<file path="src/rtl/alu_arbiter.sv">
// rtl/alu_arbiter.sv - two-requester arbiter in front of a shared combinational ALU
//
// Purpose:
//   Accepts one operation at a time from two requesters and drives its
//   operands to an external combinational ALU. The ALU result is captured
//   one cycle later and returned on the granted requester's response channel.
//   Arbitration is round-robin (RR_EN=1) or fixed priority to requester 0
//   (RR_EN=0). There is exactly one operation in flight at a time, so the
//   minimum issue interval is three cycles (IDLE -> EXEC -> RESP).
//
// Ports:
//   clk, rst_n                 clock, synchronous active-low reset
//   reqN_valid / reqN_ready    request handshake for requester N (ready is combinational)
//   reqN_a, reqN_b, reqN_aluc  operands and opcode of requester N
//   rspN_valid / rspN_ready    response handshake for requester N
//   rsp_out, rsp_zero          captured ALU result and zero flag (shared by both channels)
//   alu_a, alu_b, alu_aluc     registered operands/opcode to the shared ALU
//   alu_out, alu_zero          result and zero flag from the shared ALU
//   busy                       high whenever an operation is in flight

module alu_arbiter #(
  parameter bit RR_EN = 1'b1
) (
  input  logic        clk,
  input  logic        rst_n,

  input  logic        req0_valid,
  output logic        req0_ready,
  input  logic [31:0] req0_a,
  input  logic [31:0] req0_b,
  input  logic [2:0]  req0_aluc,

  input  logic        req1_valid,
  output logic        req1_ready,
  input  logic [31:0] req1_a,
  input  logic [31:0] req1_b,
  input  logic [2:0]  req1_aluc,

  output logic        rsp0_valid,
  input  logic        rsp0_ready,
  output logic        rsp1_valid,
  input  logic        rsp1_ready,
  output logic [31:0] rsp_out,
  output logic        rsp_zero,

  output logic [31:0] alu_a,
  output logic [31:0] alu_b,
  output logic [2:0]  alu_aluc,
  input  logic [31:0] alu_out,
  input  logic        alu_zero,

  output logic        busy
);

  typedef enum logic [1:0] {
    IDLE = 2'd0,
    EXEC = 2'd1,
    RESP = 2'd2
  } state_t;

  state_t      state;
  state_t      state_nxt;

  logic        grant_idx;   // requester owning the in-flight operation
  logic        last_grant;  // requester granted most recently (round-robin pointer)
  logic        win_idx;     // arbitration winner among currently valid requesters
  logic        any_valid;
  logic        accept;      // IDLE-cycle request handshake
  logic        rsp_hs;      // RESP-cycle response handshake on the granted channel

  logic [31:0] win_a;
  logic [31:0] win_b;
  logic [2:0]  win_aluc;

  // Arbitration. On a tie, round-robin picks whoever was not granted last;
  // last_grant resets to 1 so requester 0 wins the first tie.
  always_comb begin
    any_valid = req0_valid | req1_valid;
    win_idx   = 1'b0;
    if (req0_valid && req1_valid) begin
      win_idx = RR_EN ? ~last_grant : 1'b0;
    end else if (req1_valid) begin
      win_idx = 1'b1;
    end
  end

  // Operand select for the winner.
  always_comb begin
    win_a    = req0_a;
    win_b    = req0_b;
    win_aluc = req0_aluc;
    if (win_idx) begin
      win_a    = req1_a;
      win_b    = req1_b;
      win_aluc = req1_aluc;
    end
  end

  // Handshake qualifiers. Ready is gated by rst_n so nothing is offered
  // while reset is held, even if the state register has not yet cleared.
  always_comb begin
    accept = rst_n && (state == IDLE) && any_valid;
    rsp_hs = (state == RESP) && (grant_idx ? rsp1_ready : rsp0_ready);
  end

  // State register.
  always_ff @(posedge clk) begin
    if (!rst_n) begin
      state <= IDLE;
    end else begin
      state <= state_nxt;
    end
  end

  // Next-state logic. EXEC always lasts exactly one cycle; RESP waits for
  // the granted requester's rsp_ready, stalling the arbiter indefinitely.
  always_comb begin
    state_nxt = state;
    case (state)
      IDLE:    if (accept) state_nxt = EXEC;
      EXEC:    state_nxt = RESP;
      RESP:    if (rsp_hs) state_nxt = IDLE;
      default: state_nxt = IDLE;
    endcase
  end

  // Output decode.
  always_comb begin
    req0_ready = accept & ~win_idx;
    req1_ready = accept &  win_idx;
    rsp0_valid = (state == RESP) & ~grant_idx;
    rsp1_valid = (state == RESP) &  grant_idx;
    busy       = (state != IDLE);
  end

  // Datapath registers. Operands are latched only on accept so later changes
  // on the request inputs cannot disturb the in-flight operation; the result
  // is captured only in EXEC so it stays stable through RESP.
  always_ff @(posedge clk) begin
    if (!rst_n) begin
      alu_a      <= 32'd0;
      alu_b      <= 32'd0;
      alu_aluc   <= 3'b000;
      rsp_out    <= 32'd0;
      rsp_zero   <= 1'b0;
      grant_idx  <= 1'b0;
      last_grant <= 1'b1;
    end else begin
      if (accept) begin
        alu_a     <= win_a;
        alu_b     <= win_b;
        alu_aluc  <= win_aluc;
        grant_idx <= win_idx;
      end
      if (state == EXEC) begin
        rsp_out  <= alu_out;
        rsp_zero <= alu_zero;
      end
      if (rsp_hs) begin
        last_grant <= grant_idx;
      end
    end
  end

endmodule

</file>
<file path="config.mk">
export PLATFORM = sky130hd
export DESIGN_NAME = alu_arbiter
export DESIGN_NICKNAME = d
export VERILOG_FILES = /design/src/rtl/alu_arbiter.sv
export SDC_FILE = /design/constraint.sdc
export NUM_CORES = 1
export LEC_CHECK = 0
export ABC_CLOCK_PERIOD_IN_PS = 1300
export BUFFER_PORTS_ARGS = -buffer_cell sky130_fd_sc_hd__buf_2
export CORE_UTILIZATION = 38
export DETAILED_ROUTE_END_ITERATION = 10
export PLACE_DENSITY_LB_ADDON = 0.3
export SYNTH_ARGS = -nofsm -noshare
export SYNTH_HDL_FRONTEND = slang
export SYNTH_SLANG_ARGS = --single-unit
</file>
<file path="constraint.sdc">
create_clock -name clk -period 1.3 [get_ports clk]
set_clock_uncertainty 0.05 [all_clocks]
set_input_delay 0.26 -clock clk [delete_from_list [all_inputs] [get_ports clk]]
set_output_delay 0.26 -clock clk [all_outputs]
set_load 0.05 [all_outputs]
</file>
==> load_flow_metrics.sql <==
INSERT INTO impl_metrics (metric_group, metric, value, unit) VALUES
('placement', 'buffer_ports.inserted', '277', ''),
('power', 'p_sw', '3.28', 'mW'),
('sta', 'final_report_max_slew_violation_count', '0', ''),
('yosys', 'synth_area_per_cell', '7.86', 'µm²'),
('yosys', 'netlist_instances', '551', ''),
('routing', 'detail_route.iter0.violations', '309', ''),
('worst_setup_path', 'critical_path_maximum_fanout', '4', ''),
('global_route', 'grt_antenna_before_repair', '0', ''),
('floorplan', 'i_o_pins', '278', ''),
('routing', 'drt-pass1-iter-count', '4', ''),
('worst_setup_path', 'worst-setup-path-type', 'flop to output port', ''),
('placement', 'place.gp.congestion', '0.771', ''),
('sta', 'finalSetupViolations', '72', ''),
('routing', 'drc', '0', ''),
('global_route', 'gr-total-overflow', '0', ''),
('yosys', 'synth_warnings', '0', ''),
('yosys', 'ys_top_cells_by_area', 'dfxtp_1 (48%), nand2_1 (17%), a311oi_1 (14%), a21oi_1 (12%), clkbuf_1 (2.6%)', ''),
('worst_hold_path', 'worstHoldPathType', 'input port to flop', ''),
('yosys', 'netlist-cell-type-count', '23', ''),
('placement', 'placement.setup.worst_slack', '-0.308', 'ns'),
('clock_network', 'clock_tree_from_tritoncts', 'yes', ''),
('worst_setup_path', 'endpoint_kind_of_the_worst_setup_timing_path', 'output port', ''),
('power', 'power.density_cell_area', '1350', 'nW/µm²'),
('yosys', 'synth_seq_cells', '104', ''),
('worst_setup_path', 'cp.arrival', '1.39', 'ns'),
('sta', 'finalWorstSetupSlack', '-0.400', 'ns'),
('power', 'p_total', '9.21', 'mW'),
('floorplan', 'core_region_area', '11000', 'µm²'),
('clock_network', 'cts.root.buffer_cell', 'clkbuf_16', ''),
('clock_network', 'worstSkewPairLatency', '0.34', 'ns'),
('worst_setup_path', 'cpMaxStageDelayCell', 'dfxtp_2', ''),
('sta', 'slew_headroom', '0.707', ''),
('finish', 'layout-drive-gt1-share', '0.464', ''),
('floorplan', 'chipWidth', '109', 'µm'),
('clock_network', 'clock_pin_transition_on_the_worst_setup_and_hold_timing_paths', '0.06', 'ns'),
('power', 'power.leakage', '3.17', 'nW'),
('global_route', 'grt_pass1_vias', '4746', ''),
('floorplan', 'die_area', '11800', 'µm²'),
('power', 'power.combinational.fraction', '0.332', ''),
('job', 'max_cap_violations', '0', ''),
('routing', 'wl', '15000', 'µm'),
('finish', 'fill_cells', '958', ''),
('worst_setup_path', 'required', '0.99', 'ns'),
('power', 'p_seq_frac', '0.395', ''),
('sta', 'tightestPinTransition', '0.439', 'ns'),
('power', 'power_report.internal_total', '5.93', 'mW'),
('clock_network', 'cts.path.max_buffers', '2', ''),
('routing', 'drtAntennaViolNets', '0', ''),
('worst_setup_path', 'timing.critical_path.slowest_cell_delay', '0.33', 'ns'),
('clock_network', 'ctsHtreeMaxLevel', '3', ''),
('routing', 'wire_per_inst', '15.5', 'µm'),
('power', 'clockPowerShare', '0.273', ''),
('sta', 'layout_worst_path_cycle_share', '1.31', ''),
('worst_setup_path', 'worstSetupStartpointType', 'flop', ''),
('floorplan', 'dieHeight', '109', 'µm'),
('yosys', 'netlist_area_before_placement', '4330', 'µm²'),
('status', 'status', 'finished with violations', ''),
('global_route', 'grt_use_total', '0.243', ''),
('power', 'vdd_ir_drop_max', '0.694', 'mV'),
('floorplan', 'initial_core_util', '0.395', ''),
('floorplan', 'row_count', '38', ''),
('finish', 'finalNetCount', '995', ''),
('sta', 'max_clock_freq', '588', 'MHz'),
('worst_setup_path', 'cpLargestDelayFamily', 'buffers and inverters', ''),
('worst_setup_path', 'cell_breakdown_of_the_critical_path', 'nor3b_4, buf_12, nand3_4, clkinvlp_4, buf_8', ''),
('sta', 'hold_viol_final', '0', ''),
('global_route', 'grt_max_degree', '52', ''),
('clock_network', 'cts_made_buffers', '9', ''),
('sta', 'period_minus_slack', '1.70', 'ns'),
('global_route', 'grt_pass1_wl', '22400', 'µm'),
('placement', 'post-dp-hpwl', '10400', 'µm'),
('status', 'violations', 'negative setup slack', ''),
('routing', 'vias', '5094', ''),
('yosys', 'synthDominantAreaCellType', 'dfxtp_1', ''),
('sta', 'rsz0062_at_grt', 'true', ''),
('power', 'p_sw_frac', '0.356', ''),
('finish', 'antenna-diode-count', '0', ''),
('finish', 'area_growth_syn_to_layout', '57.3', '%'),
('yosys', 'yosysSeqAreaShare', '0.481', ''),
('yosys', 'synth.top_cell.area_share', '0.481', ''),
('routing', 'vias_per_cell', '5.27', ''),
('worst_setup_path', 'worstPathBufferInverterCount', '3', ''),
('clock_network', 'number_of_sinks_handled_by_clock_tree_synthesis', '104', ''),
('yosys', 'synth.net_count', '724', '');
-- metal layers --
metal | GRT usage | part of all wire
met5 | 0 | 0
met4 | 0.0965 | 0.024
met3 | 0.0538 | 0.078
met2 | 0.439 | 0.51
met1 | 0.275 | 0.39
-- final timing paths --
check,end,start,slack (ns),cells past startpoint
setup / recovery,req1_ready,state[0]$_SDFFE_PN0P_,-0.40,5
hold / removal,rsp_out[13]$_SDFFE_PN0N_,alu_out[13],0.11,3
hold reg to reg,rsp_out[7]$_SDFFE_PN0N_,rsp_out[7]$_SDFFE_PN0N_,0.40,2
setup reg to reg,alu_a[24]$_SDFFE_PN0N_,last_grant$_SDFFE_PN1P_,-0.25,6
-- final cells by class --
class	instances	area, µm²	area share
inverter	3	15.0	0.00220
sequential	104	2090	0.306
tap	140	175	0.0257
multi-input combinational	389	2230	0.327
clock buffer	15	268	0.0393
timing repair buffer	315	2040	0.299
-- synth_stat cells --
cell type	number
a21bo_2	2
a21boi_2	1
a21oi_1	104
a311oi_1	67
and2_1	1
buf_2	22
buf_4	2
buf_6	1
clkbuf_1	30
dfxtp_1	104
inv_1	2
inv_2	1
mux2i_1	1
nand2_1	201
nand2b_1	1
nand3_1	1
nand3b_1	1
nor2_1	2
nor2b_1	3
nor3b_4	1
o21ai_0	1
or2_0	1
or2_2	1
-- power by group through the flow --
stage	Sequential [mW]	Combinational [mW]	Clock [mW]
final	3.64	3.05	2.52
after global routing	3.67	3.25	2.70
after CTS	3.63	2.86	2.57
after detailed placement	3.70	2.77	0
after global placement	3.69	2.73	0
after floorplan	4.64	0.918	0
-- cells by family after synthesis --
| family | after synthesis | share of synthesized area |
|---|---|---|
| buffers and inverters | 58 | 0.0601 |
| muxes | 1 | 0.00231 |
| and+or+nand+nor | 213 | 0.193 |
| AOI/OAI and AO/OA | 175 | 0.264 |
| DFF | 104 | 0.481 |
-- through the flow --
step	instance area, µm²	util	setup TNS, ns	hold slack, ns	instances
floorplan	4400	-	-2.03	0.286	551
global placement	6080	0.554	-11.96	0.388	943
detailed placement	6080	0.554	-14.72	0.396	943
CTS	6470	0.589	-15.19	0.0982	961
global route	6820	0.621	-20.34	0.0996	966
finish	6820	0.621	-13.99	0.107	966
-- worst min-delay path: stages --
cell and delay (ns):
buf_2 0.09, nand2_1 0.05, a21oi_1 0.05
-- timing repair --
item,in CTS,in global routing
pin swaps,11,46
gates resized for setup,20,71
cloned,2,2
hold endpoints to repair,0,0
buffers inserted,1,3
setup endpoints to repair,73,91
hold buffers,0,0
-- registers in the layout (all words and copies together) (netlist names) --
signal      cells
last_grant      1
alu_a          32
rsp_zero        1
grant_idx       1
rsp_out        32
state           2
alu_aluc        3
alu_b          32
-- layout by cell type, fill, tap and decap left out, types with 15 or more instances in the layout --
master / n
clkbuf_4: 17
a311oi_2: 17
nand2_1: 179
a21oi_1: 104
a311oi_1: 50
nand2_2: 16
buf_2: 254
buf_12: 15
buf_4: 17
dfxtp_1: 101
(Power assumes the default switching activity.)
